--- src/rtl/nabp_sinogram_lane_addresser_pkg.sv ---
`default_nettype none
// ============================================================================
// Module  : nabp_sinogram_lane_addresser_pkg
// Brief   : Shared state encoding and helpers for the multi-lane addresser.
// Revision: 1.0 - initial release
// ============================================================================
package nabp_sinogram_lane_addresser_pkg;

  typedef enum logic [1:0] {
    ST_IDLE = 2'd0,
    ST_SEEK = 2'd1,
    ST_WORK = 2'd2,
    ST_DONE = 2'd3
  } sg_state_t;

  function automatic int ceil_div(input int a, input int b);
    return (a + b - 1) / b;
  endfunction

endpackage
`default_nettype wire

--- src/rtl/nabp_sg_lane_addr.sv ---
`default_nettype none
// ============================================================================
// Module  : nabp_sg_lane_addr
// Brief   : One lane: applies the s-offset, range-checks it, registers the address.
// Revision: 1.0 - initial release
// ============================================================================
module nabp_sg_lane_addr #(
  parameter int S_W       = 9,
  parameter int ADDR_W    = 17,
  parameter int LINE_SIZE = 256
) (
  input  logic                clk,
  input  logic                reset_n,
  input  logic                en,
  input  logic [S_W-1:0]      s_val,
  input  logic signed [S_W:0] s_offset,
  input  logic [ADDR_W-1:0]   base,
  output logic [ADDR_W-1:0]   addr,
  output logic                addr_valid
);

  logic signed [S_W+1:0] w_t;
  logic                  w_in_range;

  assign w_t = $signed({2'b00, s_val}) + $signed({s_offset[S_W], s_offset});
  // Rejecting out-of-line t keeps an address from spilling into the next projection line.
  assign w_in_range = !w_t[S_W+1] && (w_t < $signed((S_W+2)'(LINE_SIZE)));

  always_ff @(posedge clk or negedge reset_n) begin
    if (!reset_n) begin
      addr       <= '0;
      addr_valid <= 1'b0;
    end else if (en && w_in_range) begin
      addr       <= base + ADDR_W'($unsigned(w_t));
      addr_valid <= 1'b1;
    end else begin
      addr       <= '0;
      addr_valid <= 1'b0;
    end
  end

endmodule
`default_nettype wire

--- src/rtl/nabp_sinogram_lane_addresser.sv ---
`default_nettype none
// ============================================================================
// Module  : nabp_sinogram_lane_addresser
// Brief   : Sweeps an angle window in NUM_LANES-wide groups, emits lane addresses.
// Revision: 1.0 - initial release
// ============================================================================
module nabp_sinogram_lane_addresser
  import nabp_sinogram_lane_addresser_pkg::*;
#(
  parameter int NUM_LANES    = 2,
  parameter int ANGLE_W      = 9,
  parameter int S_W          = 9,
  parameter int ADDR_W       = 17,
  parameter int NO_OF_ANGLES = 180,
  parameter int LINE_SIZE    = 256,
  parameter int ANGLE_STEP   = 1,
  parameter int ANGLE_180    = 180
) (
  input  logic                           clk,
  input  logic                           reset_n,
  input  logic                           hs_kick,
  input  logic [ANGLE_W-1:0]             hs_angle_start,
  input  logic [ANGLE_W:0]               hs_angle_count,
  input  logic signed [S_W:0]            hs_s_offset,
  output logic                           hs_busy,
  output logic                           hs_done,
  input  logic                           fr_next_angle,
  input  logic [NUM_LANES*S_W-1:0]       fr_s_val,
  output logic [NUM_LANES*ANGLE_W-1:0]   fr_angle,
  output logic [NUM_LANES-1:0]           fr_lane_valid,
  output logic                           fr_has_next_angle,
  output logic                           fr_next_angle_ack,
  output logic [NUM_LANES*ADDR_W-1:0]    sg_addr,
  output logic [NUM_LANES-1:0]           sg_addr_valid
);

  localparam int C_BASE_WRAP = NO_OF_ANGLES * LINE_SIZE;

  sg_state_t             r_state, w_next;
  logic [ANGLE_W-1:0]    r_start, r_seek_cnt;
  logic [ANGLE_W:0]      r_groups_left;
  logic [NUM_LANES-1:0]  r_last_mask, w_kick_mask, w_lane_valid;
  logic signed [S_W:0]   r_s_offset;
  logic [ANGLE_W-1:0]    r_angle [NUM_LANES];
  logic [ADDR_W-1:0]     r_base  [NUM_LANES];
  logic                  w_kick, w_seek_step, w_has_next, w_ack;
  int                    w_rem;

  function automatic logic [ANGLE_W-1:0] wrap_angle(input logic [ANGLE_W-1:0] a, input int inc);
    logic [ANGLE_W:0] sum;
    sum = {1'b0, a} + (ANGLE_W+1)'(inc);
    if (sum >= (ANGLE_W+1)'(ANGLE_180)) sum = sum - (ANGLE_W+1)'(ANGLE_180);
    return sum[ANGLE_W-1:0];
  endfunction

  function automatic logic [ADDR_W-1:0] wrap_base(input logic [ADDR_W-1:0] b, input int inc);
    logic [ADDR_W:0] sum;
    sum = {1'b0, b} + (ADDR_W+1)'(inc);
    if (sum >= (ADDR_W+1)'(C_BASE_WRAP)) sum = sum - (ADDR_W+1)'(C_BASE_WRAP);
    return sum[ADDR_W-1:0];
  endfunction

  always_ff @(posedge clk or negedge reset_n) begin
    if (!reset_n) r_state <= ST_IDLE;
    else          r_state <= w_next;
  end

  always_comb begin
    w_next       = r_state;
    w_kick       = 1'b0;
    w_seek_step  = 1'b0;
    w_has_next   = 1'b0;
    w_ack        = 1'b0;
    w_lane_valid = '0;
    case (r_state)
      ST_IDLE: begin
        if (hs_kick) begin
          w_kick = 1'b1;
          w_next = (hs_angle_count == '0) ? ST_DONE : ST_SEEK;
        end
      end
      ST_SEEK: begin
        // Step first, then leave as soon as the step lands on start: max(start,1) cycles.
        if (r_seek_cnt == r_start) begin
          w_next = ST_WORK;
        end else begin
          w_seek_step = 1'b1;
          if (r_seek_cnt + ANGLE_W'(1) == r_start) w_next = ST_WORK;
        end
      end
      ST_WORK: begin
        w_has_next   = (r_groups_left > (ANGLE_W+1)'(1));
        w_lane_valid = w_has_next ? '1 : r_last_mask;
        if (fr_next_angle) begin
          if (w_has_next) w_ack  = 1'b1;
          else            w_next = ST_DONE;
        end
      end
      default: w_next = ST_IDLE;
    endcase
  end

  always_comb begin
    w_rem       = int'(hs_angle_count) % NUM_LANES;
    w_kick_mask = '1;
    if (w_rem != 0) w_kick_mask = NUM_LANES'((1 << w_rem) - 1);
  end

  always_ff @(posedge clk or negedge reset_n) begin
    if (!reset_n) begin
      r_start       <= '0;
      r_seek_cnt    <= '0;
      r_groups_left <= '0;
      r_last_mask   <= '0;
      r_s_offset    <= '0;
      for (int k = 0; k < NUM_LANES; k++) begin
        r_angle[k] <= '0;
        r_base[k]  <= '0;
      end
    end else begin
      if (w_kick) begin
        r_start       <= ANGLE_W'(int'(hs_angle_start) % NO_OF_ANGLES);
        r_seek_cnt    <= '0;
        r_groups_left <= (ANGLE_W+1)'(ceil_div(int'(hs_angle_count), NUM_LANES));
        r_last_mask   <= w_kick_mask;
        r_s_offset    <= hs_s_offset;
        for (int k = 0; k < NUM_LANES; k++) begin
          r_angle[k] <= ANGLE_W'((k % NO_OF_ANGLES) * ANGLE_STEP);
          r_base[k]  <= ADDR_W'((k % NO_OF_ANGLES) * LINE_SIZE);
        end
      end
      if (w_seek_step) begin
        r_seek_cnt <= r_seek_cnt + ANGLE_W'(1);
        for (int k = 0; k < NUM_LANES; k++) begin
          r_angle[k] <= wrap_angle(r_angle[k], ANGLE_STEP);
          r_base[k]  <= wrap_base(r_base[k], LINE_SIZE);
        end
      end
      if (w_ack) begin
        r_groups_left <= r_groups_left - (ANGLE_W+1)'(1);
        for (int k = 0; k < NUM_LANES; k++) begin
          r_angle[k] <= wrap_angle(r_angle[k], NUM_LANES * ANGLE_STEP);
          r_base[k]  <= wrap_base(r_base[k], NUM_LANES * LINE_SIZE);
        end
      end
    end
  end

  assign hs_busy           = (r_state != ST_IDLE);
  assign hs_done           = (r_state == ST_DONE);
  assign fr_has_next_angle = w_has_next;
  assign fr_next_angle_ack = w_ack;
  assign fr_lane_valid     = w_lane_valid;

  for (genvar k = 0; k < NUM_LANES; k++) begin : g_lane
    assign fr_angle[k*ANGLE_W +: ANGLE_W] = w_lane_valid[k] ? r_angle[k] : '0;

    nabp_sg_lane_addr #(
      .S_W       (S_W),
      .ADDR_W    (ADDR_W),
      .LINE_SIZE (LINE_SIZE)
    ) u_lane (
      .clk        (clk),
      .reset_n    (reset_n),
      .en         (w_lane_valid[k]),
      .s_val      (fr_s_val[k*S_W +: S_W]),
      .s_offset   (r_s_offset),
      .base       (r_base[k]),
      .addr       (sg_addr[k*ADDR_W +: ADDR_W]),
      .addr_valid (sg_addr_valid[k])
    );
  end

endmodule
`default_nettype wire

--- config.mk ---
export PLATFORM = sky130hd
export DESIGN_NAME = nabp_sinogram_lane_addresser
export DESIGN_NICKNAME = d
export VERILOG_FILES = /design/src/rtl/nabp_sinogram_lane_addresser_pkg.sv /design/src/rtl/nabp_sg_lane_addr.sv /design/src/rtl/nabp_sinogram_lane_addresser.sv
export SDC_FILE = /design/constraint.sdc
export NUM_CORES = 1
export LEC_CHECK = 0
export ABC_CLOCK_PERIOD_IN_PS = 11130
export BUFFER_PORTS_ARGS = -buffer_cell sky130_fd_sc_hd__buf_2
export CAP_MARGIN = 15
export CORE_MARGIN = 8
export CORE_UTILIZATION = 35
export CTS_CLUSTER_DIAMETER = 60
export DETAILED_ROUTE_END_ITERATION = 16
export GPL_TIMING_DRIVEN = 1
export HOLD_SLACK_MARGIN = 0.02
export RECOVER_POWER = 50
export SYNTH_ARGS = -nofsm -noshare
export SYNTH_HDL_FRONTEND = slang
export SYNTH_SLANG_ARGS = --single-unit
--- constraint.sdc ---
create_clock -name clk -period 11.13 [get_ports clk]
set_clock_uncertainty 0.2 [all_clocks]
set_input_delay 1.113 -clock clk [delete_from_list [all_inputs] [get_ports clk]]
set_output_delay 1.113 -clock clk [all_outputs]
set_load 0.1 [all_outputs]
==> impl_results.md <==
- Status: finished with violations
- Violated checks: capacitance limit, slew limit
- Top delay family on crit path: buffers and inverters
- Max transition margin: -1.46
- Cts repair resizes: 0
- Die area: 35,600 µm²
- Num rows: 63
- H-tree Lvls: 4
- HP Class: reg -> reg
- Final Max Slew Viols: 156
- Number of synthesized register bits: 114
- Hold buffers post-CTS: 0
- YS warnings: 0
- Worst R2R Start: r_groups_left[3]$_DFFE_PN0P_
- DRT iter0 DRCs: 914
- Share of cells above drive strength 1: 0.106
- CP cell instances: clkbuf_1 -> clkbuf_1
- Sequential-to-total area share from yosys stat: 0.274
- Most used DFF post-synth: dfrtp_1
- Peak VDD IR: 0.183 mV
- CP most frequent cell: clkbuf_1
- Initial Util: 0.354
- PD cells: 291 nW/µm²
- Global-route wire length before repair: 48.3 mm
- Gr ovfl total: 0
- TritonCTS clock tree: done
- Syn_area_per_cell: 7.90 µm²
- Reg2reg end: r_base[13]$_DFFE_PN0P_
- Initial antenna violation count: 1
- # diodes: 0
- Gpl congestion: 0.918
- Leakage Power: 5.10 nW
- Vias/cell: 5.52
- Placed cells: 1,758
- Slew @ Worst Pin: 3.69 ns
- Max_cap viols: 3
- Max incr delay on CP: 2.73 ns
- Hold Fails Final Rpt: 0
- Core ar.: 29,500 µm²
- CP arrival: 5.70 ns
- Nets: 1,511
- Routed wire length: 28.9 mm
- DRC viols: 0
- R2r setup slk: 6.89 ns
- Total number of vias: 9,889
- Hold depth: 1
- Yosys cell types: 87
- Clock latency on the worst-skew pair: 0.42 ns
- DPL Wire Length: 21.2 mm
- Setup crit start kind: primary input
- WP data required: 10.61 ns
- Hold Path Origin: r_last_mask[0]$_DFFE_PN0P_
- FF-to-FF path depth: 11
- Fin crit share: 0.559
- Root Buffer: clkbuf_16
- Finish-stage setup viols: 0
- Pin count of the biggest net entering global routing: 68
- Antenna-violating nets left: 0
- Worst-path maximum fanout: 67
- I/O pin total: 111
- Cells after Synth: 1,319
- CTS Buf Count: 17
- RSZ-0062 raised after global routing: false
- Synthesis-to-finish area growth: 13.1%
- CTS clk-pin slew, worst paths: 0.06 ns
- WHS Endpoint: r_last_mask[0]$_DFFE_PN0P_
- F_max: 161 MHz
- Setup TNS: 0 ns
- Die Y: 189 µm
- Port bufs: 110
- Slowest CP cell: clkbuf_1
- Ys async rst share: 1.00
- CTS max path bufs: 2
- Avg WL per Cell: 16.1 µm
- Number of synthesized flops with an enable pin: 0
- Tot GR Track Use: 0.161
- Worst setup path start: reset_n
- Number of buffers added for setup after CTS: 0
- Final cell count without fillers: 1,790
- Crit path buffers/inverters: 2
- CP Class: in -> async
- Critical path capture point type: asynchronous set/reset pin
- Number of global-route vias before repair: 9,471
- Final min period: 6.23 ns
- DR pass1 iterations: 5
- Syn Std Cell Area: 10,400 µm²
- Total clock sinks: 114
- Chip width: 189 µm
[area by class of cell]
type                    count  area (µm²)
multi-input cells        1076        7070
clock inverters            14         155
repair buffers            116         551
well taps                 390         488
fillers                  3091       17700
flip-flops and latches    114        2850
inverters                  62         235
clock buffers              18         439
[logic make-up (layout without fill, tap and decap cells)]
logic type | Yosys count | in the layout | synth area share
other cells | 1 | 2 | 0.000360
buf+inv | 130 | 210 | 0.0502
mux | 15 | 15 | 0.0151
flops | 114 | 114 | 0.274
fa+ha+maj | 73 | 73 | 0.0891
simple gates | 499 | 499 | 0.234
compound gates | 358 | 358 | 0.230
xor+xnor | 129 | 129 | 0.108
[metal layers]
layer / GRT usage / vias up / wire length [µm]
met5: 0 / - / 0
met4: 0.0400 / 0 / 328
met3: 0.0285 / 25 / 1450
met2: 0.260 / 295 / 13200
met1: 0.221 / 4689 / 13900
li1: - / 4880 / -
[Yosys cell counts, drive strengths merged (6+ instances only)]
| library cell | number | area [µm²] |
|---|---|---|
| nor4 | 12 | 81.3 |
| nand2b | 10 | 62.6 |
| xor2 | 40 | 350 |
| and3 | 20 | 125 |
| nand2 | 155 | 584 |
| buf | 20 | 108 |
| xnor2 | 89 | 780 |
| o21bai | 8 | 60.1 |
| inv | 61 | 231 |
| nor3 | 34 | 170 |
| mux2 | 6 | 67.6 |
| o41ai | 7 | 68.8 |
| or4 | 7 | 56.3 |
| o21ai | 94 | 470 |
| ha | 71 | 888 |
| nand3b | 8 | 60.1 |
| clkbuf | 48 | 180 |
| o311ai | 7 | 61.3 |
| or3 | 14 | 92.6 |
| o21a | 11 | 82.6 |
| a211o | 7 | 61.3 |
| o31ai | 13 | 97.6 |
| o211ai | 13 | 97.6 |
| a211oi | 17 | 128 |
| a22oi | 7 | 52.6 |
| a32oi | 9 | 78.8 |
| o221ai | 7 | 61.3 |
| and2 | 36 | 225 |
| a21boi | 9 | 71.3 |
| nand3 | 42 | 215 |
| nor2 | 117 | 447 |
| a21oi | 73 | 365 |
| nor2b | 8 | 50.1 |
| dfrtp | 114 | 2850 |
| a21o | 11 | 82.6 |
| o31a | 6 | 52.6 |
| mux2i | 9 | 90.1 |
| nand4 | 14 | 87.6 |
| a31oi | 10 | 62.6 |
[stage by stage]
step	util	hold WS [ns]	worst slack, ns	instance area (µm²)	total power, mW
floorplan	-	0.229	6.73	10400	2.40
detailed placement	0.381	0.251	6.38	11200	2.87
CTS	0.401	0.269	6.31	11800	3.44
finish	0.400	0.265	4.90	11800	3.43
global placement	0.381	0.247	6.43	11200	2.85
global route	0.400	0.293	3.58	11800	3.71
[worst max path at each step]
stage	endpoint	slack, ns	cells past startpoint
after detailed placement	g_lane[1].u_lane.addr[15]$_DFF_PN0_	6.38	14
after CTS	fr_next_angle_ack	6.31	7
final	r_base[14]$_DFFE_PN0P_	4.90	2
after global placement	g_lane[1].u_lane.addr[15]$_DFF_PN0_	6.43	14
after floorplan	g_lane[1].u_lane.addr[16]$_DFF_PN0_	6.73	12
after global routing	g_lane[1].u_lane.addr[15]$_DFF_PN0_	3.58	2
[power by group]
| group | switching, mW | leakage (nW) | total (mW) | internal (mW) |
|---|---|---|---|---|
| logic | 1.37 | 3.32 | 2.08 | 0.706 |
| clock network | 0.216 | 0.288 | 0.555 | 0.338 |
| registers | 0.250 | 1.49 | 0.795 | 0.545 |
[flip-flops by register name, indices dropped and copies added, names as in the netlist]
signal	cells
r_base	18
r_last_mask	2
r_seek_cnt	9
r_angle	18
r_groups_left	10
g_lane.u_lane.addr	34
g_lane.u_lane.addr_valid	2
r_s_offset	10
r_start	9
r_state	2
[layout by cell type (no fill, tap or decap), types with 7 or more instances in the layout]
cell and count:
o21ai_0 93, nor4_1 11, nand3b_1 8, a21boi_0 7, a21o_1 11, nand2b_1 10
nor2b_1 8, nand3_1 41, o211ai_1 13, o21a_1 11, and2_1 33, and3_1 20
a31oi_1 10, ha_1 71, xnor2_1 89, clkbuf_16 17, mux2i_1 9, a211o_1 7
nand2_1 154, buf_2 83, o31ai_1 13, nand4_1 14, nor2_1 115, nor3_1 34
a21oi_1 73, o21bai_1 8, clkbuf_1 30, xor2_1 40, dfrtp_1 114, inv_1 59
a22oi_1 7, o221ai_1 7, or3_1 13, a211oi_1 17, a32oi_1 9
Power figures use the tool's default switching activity.
